**config.mk**
```make
export PLATFORM = sky130hd
export DESIGN_NAME = pdfd_tap_ctrl_flat
export DESIGN_NICKNAME = d
export VERILOG_FILES = /design/src/rtl/pdfd_tap_ctrl_pkg.sv /design/src/rtl/pdfd_tap_ctrl_if.sv /design/src/rtl/pdfd_tap_ctrl_bank.sv /design/src/rtl/pdfd_tap_ctrl.sv /design/src/flat_wrapper.sv
export SDC_FILE = /design/constraint.sdc
export NUM_CORES = 1
export LEC_CHECK = 0
export ABC_AREA = 1
export CAP_MARGIN = 40
export CELL_PAD_IN_SITES_DETAIL_PLACEMENT = 0
export CELL_PAD_IN_SITES_GLOBAL_PLACEMENT = 1
export CORE_AREA = 2 2 155 157
export DETAILED_ROUTE_END_ITERATION = 10
export DIE_AREA = 0 0 157 159
export PLACE_DENSITY_LB_ADDON = 0.1
export SLEW_MARGIN = 20
export SYNTH_ARGS = -nofsm -noshare
export SYNTH_HDL_FRONTEND = slang
export SYNTH_SLANG_ARGS = --single-unit
```
**constraint.sdc**
```tcl
create_clock -name clock -period 10.4 [get_ports clock]
set_input_delay 3.12 -clock clock [delete_from_list [all_inputs] [get_ports clock]]
set_output_delay 3.12 -clock clock [all_outputs]
set_load 0.05 [all_outputs]
```
**src/rtl/pdfd_tap_ctrl_pkg.sv**
```systemverilog
`default_nettype none
// +----------------------------------------------------------------------------+
// | Package     : pdfd_ctrl_pkg                                                 |
// | Description : Shared constants, state encoding and tap type for the LaPDFD  |
// |               tap controller.                                               |
// | Revision    : 1.0 - initial release                                         |
// +----------------------------------------------------------------------------+
package pdfd_ctrl_pkg;

  localparam int N_LANES      = 4;
  localparam int N_TAPS       = 14;
  localparam int SAMPLE_W     = 8;
  localparam int TAP_W        = 8;
  localparam int SYM_W        = 3;
  localparam int FLUSH_CYCLES = 14;
  localparam int LATENCY      = 15;
  localparam int ADDR_W       = 4;

  typedef enum logic [1:0] {
    IDLE   = 2'd0,
    FLUSH  = 2'd1,
    WARMUP = 2'd2,
    RUN    = 2'd3
  } state_t;

  typedef logic signed [TAP_W-1:0] tap_t;

  function automatic int max2(input int a, input int b);
    return (a > b) ? a : b;
  endfunction

endpackage
`default_nettype wire

```
**src/rtl/pdfd_tap_ctrl_if.sv**
```systemverilog
`default_nettype none
// +----------------------------------------------------------------------------+
// | Interface   : pdfd_tap_ctrl_if                                              |
// | Description : Tap configuration port (write, commit, error, readback when   |
// |               PDFD_CTRL_READBACK_EN is defined).                            |
// | Revision    : 1.0 - initial release                                         |
// +----------------------------------------------------------------------------+
interface pdfd_tap_ctrl_if #(
  parameter int TAP_W  = 8,
  parameter int ADDR_W = 4
) ();

  logic              cfg_valid;
  logic              cfg_ready;
  logic [ADDR_W-1:0] cfg_addr;
  logic [TAP_W-1:0]  cfg_data;
  logic              cfg_commit;
  logic              cfg_err;
`ifdef PDFD_CTRL_READBACK_EN
  logic [ADDR_W-1:0] rd_addr;
  logic [TAP_W-1:0]  rd_data;

  modport master (
    output cfg_valid, cfg_addr, cfg_data, cfg_commit, rd_addr,
    input  cfg_ready, cfg_err, rd_data
  );
  modport slave (
    input  cfg_valid, cfg_addr, cfg_data, cfg_commit, rd_addr,
    output cfg_ready, cfg_err, rd_data
  );
`else
  modport master (
    output cfg_valid, cfg_addr, cfg_data, cfg_commit,
    input  cfg_ready, cfg_err
  );
  modport slave (
    input  cfg_valid, cfg_addr, cfg_data, cfg_commit,
    output cfg_ready, cfg_err
  );
`endif

endinterface
`default_nettype wire

```
**src/rtl/pdfd_tap_ctrl_bank.sv**
```systemverilog
`default_nettype none
// +----------------------------------------------------------------------------+
// | Module      : pdfd_tap_bank                                                 |
// | Description : Shadow/active tap banks with write-through-commit forwarding  |
// |               and optional registered readback (PDFD_CTRL_READBACK_EN).     |
// | Revision    : 1.0 - initial release                                         |
// +----------------------------------------------------------------------------+
module pdfd_tap_bank
  import pdfd_ctrl_pkg::*;
#(
  parameter int N_TAPS = pdfd_ctrl_pkg::N_TAPS,
  parameter int TAP_W  = pdfd_ctrl_pkg::TAP_W,
  parameter int ADDR_W = pdfd_ctrl_pkg::ADDR_W
) (
  input  logic                    clock,
  input  logic                    reset,
  input  logic                    wr_en,
  input  logic [ADDR_W-1:0]       wr_addr,
  input  logic [TAP_W-1:0]        wr_data,
  input  logic                    commit,
`ifdef PDFD_CTRL_READBACK_EN
  input  logic [ADDR_W-1:0]       rd_addr,
  output logic [TAP_W-1:0]        rd_data,
`endif
  output logic [N_TAPS*TAP_W-1:0] taps
);

  logic [TAP_W-1:0] r_shadow [N_TAPS];
  logic [TAP_W-1:0] r_active [N_TAPS];
  logic             w_wr_hit;

  assign w_wr_hit = wr_en && (wr_addr < ADDR_W'(N_TAPS));

  always_ff @(posedge clock) begin
    if (reset) begin
      for (int i = 0; i < N_TAPS; i++) begin
        r_shadow[i] <= '0;
        r_active[i] <= '0;
      end
    end else begin
      if (w_wr_hit) begin
        r_shadow[wr_addr] <= wr_data;
      end
      // A write landing on the commit edge is forwarded into the active bank.
      if (commit) begin
        for (int i = 0; i < N_TAPS; i++) begin
          r_active[i] <= (w_wr_hit && (wr_addr == ADDR_W'(i))) ? wr_data : r_shadow[i];
        end
      end
    end
  end

  generate
    for (genvar g = 0; g < N_TAPS; g++) begin : g_pack
      assign taps[g*TAP_W +: TAP_W] = r_active[g];
    end
  endgenerate

`ifdef PDFD_CTRL_READBACK_EN
  logic [TAP_W-1:0] r_rd_data;

  always_ff @(posedge clock) begin
    if (reset) begin
      r_rd_data <= '0;
    end else if (rd_addr < ADDR_W'(N_TAPS)) begin
      r_rd_data <= r_active[rd_addr];
    end else begin
      r_rd_data <= '0;
    end
  end

  assign rd_data = r_rd_data;
`endif

endmodule
`default_nettype wire

```
**src/rtl/pdfd_tap_ctrl.sv**
```systemverilog
`default_nettype none
// +----------------------------------------------------------------------------+
// | Module      : pdfd_tap_ctrl                                                 |
// | Description : LaPDFD tap configuration and flush/warm-up sequencer.         |
// |               Optional readback port: PDFD_CTRL_READBACK_EN.               |
// | Revision    : 1.0 - initial release                                         |
// +----------------------------------------------------------------------------+
module pdfd_tap_ctrl
  import pdfd_ctrl_pkg::*;
#(
  parameter int N_LANES      = pdfd_ctrl_pkg::N_LANES,
  parameter int N_TAPS       = pdfd_ctrl_pkg::N_TAPS,
  parameter int SAMPLE_W     = pdfd_ctrl_pkg::SAMPLE_W,
  parameter int TAP_W        = pdfd_ctrl_pkg::TAP_W,
  parameter int SYM_W        = pdfd_ctrl_pkg::SYM_W,
  parameter int FLUSH_CYCLES = pdfd_ctrl_pkg::FLUSH_CYCLES,
  parameter int LATENCY      = pdfd_ctrl_pkg::LATENCY
) (
  input  logic                        clock,
  input  logic                        reset,
  pdfd_tap_ctrl_if.slave              cfg,
  input  logic [N_LANES*SAMPLE_W-1:0] in_samples,
  output logic [N_LANES*SAMPLE_W-1:0] dec_samples,
  output logic [N_TAPS*TAP_W-1:0]     dec_taps,
  input  logic [N_LANES*SYM_W-1:0]    dec_rxData,
  input  logic                        dec_rxValid,
  output logic [N_LANES*SYM_W-1:0]    out_data,
  output logic                        out_valid,
  output logic                        busy
);

  localparam int CNT_W = $clog2(max2(FLUSH_CYCLES, LATENCY) + 1);

  state_t           r_state;
  logic [CNT_W-1:0] r_cnt;
  logic             r_err;
  logic             w_pass;

  // A commit overrides every state, including an in-progress flush or warm-up.
  always_ff @(posedge clock) begin
    if (reset) begin
      r_state <= IDLE;
      r_cnt   <= '0;
    end else if (cfg.cfg_commit) begin
      r_state <= FLUSH;
      r_cnt   <= '0;
    end else begin
      case (r_state)
        FLUSH: begin
          if (r_cnt == CNT_W'(FLUSH_CYCLES - 1)) begin
            r_state <= WARMUP;
            r_cnt   <= '0;
          end else begin
            r_cnt <= r_cnt + CNT_W'(1);
          end
        end
        WARMUP: begin
          if (r_cnt == CNT_W'(LATENCY - 1)) begin
            r_state <= RUN;
            r_cnt   <= '0;
          end else begin
            r_cnt <= r_cnt + CNT_W'(1);
          end
        end
        default: r_cnt <= '0;
      endcase
    end
  end

  always_ff @(posedge clock) begin
    if (reset) begin
      r_err <= 1'b0;
    end else if (cfg.cfg_valid && (cfg.cfg_addr >= 4'(N_TAPS))) begin
      r_err <= 1'b1;
    end
  end

  assign cfg.cfg_ready = 1'b1;
  assign cfg.cfg_err   = r_err;

  pdfd_tap_bank #(
    .N_TAPS (N_TAPS),
    .TAP_W  (TAP_W),
    .ADDR_W (4)
  ) u_bank (
    .clock   (clock),
    .reset   (reset),
    .wr_en   (cfg.cfg_valid),
    .wr_addr (cfg.cfg_addr),
    .wr_data (cfg.cfg_data),
    .commit  (cfg.cfg_commit),
`ifdef PDFD_CTRL_READBACK_EN
    .rd_addr (cfg.rd_addr),
    .rd_data (cfg.rd_data),
`endif
    .taps    (dec_taps)
  );

  assign w_pass      = (r_state == WARMUP) || (r_state == RUN);
  assign dec_samples = w_pass ? in_samples : '0;
  assign out_valid   = (r_state == RUN) && dec_rxValid;
  assign busy        = (r_state == FLUSH) || (r_state == WARMUP);
  assign out_data    = dec_rxData;

endmodule
`default_nettype wire

```
**src/flat_wrapper.sv**
```systemverilog
// flat-port wrapper written by rule: the top's interface ports become plain ports
module pdfd_tap_ctrl_flat import pdfd_ctrl_pkg::*;
#(
  parameter int N_LANES      = pdfd_ctrl_pkg::N_LANES,
  parameter int N_TAPS       = pdfd_ctrl_pkg::N_TAPS,
  parameter int SAMPLE_W     = pdfd_ctrl_pkg::SAMPLE_W,
  parameter int TAP_W        = pdfd_ctrl_pkg::TAP_W,
  parameter int SYM_W        = pdfd_ctrl_pkg::SYM_W,
  parameter int FLUSH_CYCLES = pdfd_ctrl_pkg::FLUSH_CYCLES,
  parameter int LATENCY      = pdfd_ctrl_pkg::LATENCY
)
  (clock, reset, in_samples, dec_samples, dec_taps, dec_rxData, dec_rxValid, out_data, out_valid, busy, cfg_cfg_valid, cfg_cfg_addr, cfg_cfg_data, cfg_cfg_commit, cfg_cfg_ready, cfg_cfg_err);
  pdfd_tap_ctrl_if #(.TAP_W(TAP_W), .ADDR_W(4)) cfg_i ();
  input  logic clock;
  input  logic reset;
  input  logic [N_LANES*SAMPLE_W-1:0] in_samples;
  output logic [N_LANES*SAMPLE_W-1:0] dec_samples;
  output logic [N_TAPS*TAP_W-1:0] dec_taps;
  input  logic [N_LANES*SYM_W-1:0] dec_rxData;
  input  logic dec_rxValid;
  output logic [N_LANES*SYM_W-1:0] out_data;
  output logic out_valid;
  output logic busy;
  input wire logic [$bits(cfg_i.cfg_valid)-1:0] cfg_cfg_valid;
  input wire logic [$bits(cfg_i.cfg_addr)-1:0] cfg_cfg_addr;
  input wire logic [$bits(cfg_i.cfg_data)-1:0] cfg_cfg_data;
  input wire logic [$bits(cfg_i.cfg_commit)-1:0] cfg_cfg_commit;
  output wire logic [$bits(cfg_i.cfg_ready)-1:0] cfg_cfg_ready;
  output wire logic [$bits(cfg_i.cfg_err)-1:0] cfg_cfg_err;
  assign cfg_i.cfg_valid = cfg_cfg_valid;
  assign cfg_i.cfg_addr = cfg_cfg_addr;
  assign cfg_i.cfg_data = cfg_cfg_data;
  assign cfg_i.cfg_commit = cfg_cfg_commit;
  assign cfg_cfg_ready = cfg_i.cfg_ready;
  assign cfg_cfg_err = cfg_i.cfg_err;
  pdfd_tap_ctrl #(.N_LANES(N_LANES), .N_TAPS(N_TAPS), .SAMPLE_W(SAMPLE_W), .TAP_W(TAP_W), .SYM_W(SYM_W), .FLUSH_CYCLES(FLUSH_CYCLES), .LATENCY(LATENCY)) u_core (.clock(clock), .reset(reset), .cfg(cfg_i), .in_samples(in_samples), .dec_samples(dec_samples), .dec_taps(dec_taps), .dec_rxData(dec_rxData), .dec_rxValid(dec_rxValid), .out_data(out_data), .out_valid(out_valid), .busy(busy));
endmodule
```
==> metrics <==
Clock Skew=9.19 ps; # resized after CTS=0; Mapped Nets=907; Placement Setup Slack=2740 ps; routed vias=6483; VDD IR max=0.000112 V; H-Tree Depth=1; diodes inserted=0; power per cell area=~190 nW/um^2; slowest stage delay, CP=820 ps; DIE HEIGHT=159 um; DR iter-0 viols=429; Initial Util=41.4%; Buf/Inv on CP=3; Core ar.=~23000 sq um; most common cell after layout, fill and taps aside=edfxtp_1; Rel. slew slack=50.4%; Avg WL per Cell=17.1 um; Worst Path Required=between 7000 and 8000 ps; Cell Area, Synth=9610 sq um; crit path time final=approximately 7600 ps; global-route wire length before repair=35900 um; Final setup viols=0; status=complete, no violations; Pre-Repair DR Iteration Count=7; sequential area share after synthesis=71.5%; routability cong.=0.733; HPWL after DPL=between 15000 and 20000 um; CTS tree=built; Static Leakage=0.00485 uW; Setup CP Type=primary input to primary output; vias in the first global route=6230; PnR Total Power=around 2400 uW; PortBufs=195; NumNets Final=1084; Hold Fails Final Rpt=0; Reg area=slightly below 7000 sq um; wirelength, routed=23100 um; final period utilization=73.5%; Slew Limit Fails=0; Max FO, Critical Path=1; worst path arrival time=4530 ps; CP dominant cell by count=clkdlybuf4s50_1; RSZ-0062 raised after global routing=no; layout cells sized above 1=under 10%; die span in x=between 150 and 200 um; commonest cells after routing, fill and taps aside=edfxtp_1 (224), clkdlybuf4s50_1 (194), nand2_1 (163); cell count after synthesis=843; YS warnings=0; post-synthesis average cell area=approximately 11 sq um; Final TNS setup=0 ps; Layout area overhead=31.1%; multi-input logic area=2200 sq um; setup bufs post-CTS=0; post-synthesis cell type count=27; Worst-path clk slew=60 ps; largest net degree at the start of global routing=between 50 and 60; Cell Chain, Critical Path=clkdlybuf4s50_1 -> inv_1 -> nor2_1 -> clkdlybuf4s50_1; CP max stage cell=clkdlybuf4s50_1; setup ws final=2750 ps; Die Area=between 20000 and 25000 sq um; antenna violations before repair=0; Fin Hold WS=482 ps; DRT antenna net count=0; Vias/cell=4.79; clock insertion delay at the later pin of the skew report=510 ps; Root Driver=clkbuf_16; DRC viols=0; area post-placement=roughly 12000 sq um; CTS Sinks=231; Worst Tran Pin Value=between 700 and 800 ps; hold_buf cts=0; f_max=131 MHz; CP delay by family, top=buffers and inverters; Core Rows=56; Final Cell Area=approximately 13000 sq um; Critical Path End Type=primary output; Synth Register Bits=231; FILL cells=2059; Longest Clk Path Bufs=3; HP Class=register to register; grt ovf=0; # IOs=221; Critical Path Source Type=primary input; TritonCTS Buffers=25; All-Layer GR Usage=18.6%; MaxCap Viol Count=0
==> through the flow <==
stage / cells / utilization (%)
floorplan: 843 / -
CTS: 1353 / 54.2
finish: 1354 / 54.3
global placement: 1310 / 50.6
detailed placement: 1311 / 50.7
global route: 1354 / 54.3
==> cell families (layout without fill, tap and decap cells) <==
family,after synthesis,in the layout,synth area share (%)
XOR/XNOR,1,1,0.0912
buffers and inverters,125,317,5.63
AO/OA/AOI/OAI,142,142,8.25
AND/OR/NAND/NOR,340,340,14.1
flip-flops,231,231,71.5
adder cells (fa/ha/maj),3,3,0.391
other,1,1,0.0390
==> power by group <==
group | internal (uW) | total [uW] | leakage [uW] | switching (uW)
logic | 102 | 341 | 0.00209 | 239
registers | 1090 | 1100 | 0.00236 | 18.1
clock network | 560 | 908 | 0.000405 | 348
total | 1750 | 2350 | 0.00485 | 604
==> worst paths after layout <==
path	from	to	slack, ps	cells past startpoint
max	in_samples[30]	dec_samples[30]	2750	4
min reg2reg	u_core.r_cnt[0]	u_core.r_cnt[0]	480	1
max reg2reg	u_core.r_state[1]	u_core.r_cnt[1]	8890	7
min	u_core.r_cnt[0]	u_core.r_cnt[0]	480	1
==> worst register-to-register path, delay by kind of cell, from the launching register on <==
family,cells,cell delay (ps)
AO/OA/AOI/OAI,1,350
buffers and inverters,3,330
AND/OR/NAND/NOR,2,260
flip-flops,1,350
adder cells (fa/ha/maj),1,160
==> layer usage <==
metal / track usage (%) / vias to the layer above / part of all wire, %
li1: - / 3228 / -
met1: 26.0 / 3029 / 45
met2: 30.0 / 175 / 47
met3: 3.21 / 51 / 5.5
met4: 5.13 / 0 / 2.5
met5: 0 / - / 0
==> flip-flops by register name, summed over array words and instances, names as in the netlist <==
signal and flops:
u_core.cfg.cfg_err 1, u_core.r_cnt 4, u_core.r_state 2, u_core.u_bank.r_active 112, u_core.u_bank.r_shadow 112
==> Yosys cell counts <==
cell type	n	share of area (%)
conb_1	1	0.039
edfxtp_1	224	70
ha_1	3	0.39
dfxtp_1	7	1.5
nand4_1	2	0.13
nor2_4	3	0.35
buf_2	15	0.78
nand3_1	20	1.0
nand2_1	163	6.4
o21ai_0	41	2.1
inv_1	61	2.4
a21oi_1	76	4.0
a211oi_1	7	0.55
nor3_1	1	0.052
nor2_1	142	5.5
clkinv_1	3	0.12
nor2_2	7	0.46
a31o_2	16	1.5
xor2_1	1	0.091
buf_1	8	0.31
nand2_2	1	0.065
o21bai_1	1	0.078
nand3_2	1	0.10
o22ai_1	1	0.065
inv_2	9	0.35
buf_4	14	1.1
clkbuf_1	15	0.59
==> cell type report <==
cell class              count  share of cell area [%]
clock inverters            13                    1.47
repair buffers            202                    16.1
multi-input cells         487                    17.5
inverters                  73                    2.20
clock buffers              29                    5.09
flip-flops and latches    231                    54.5
well taps                 319                    3.17
Power figures use the tool's default switching activity.
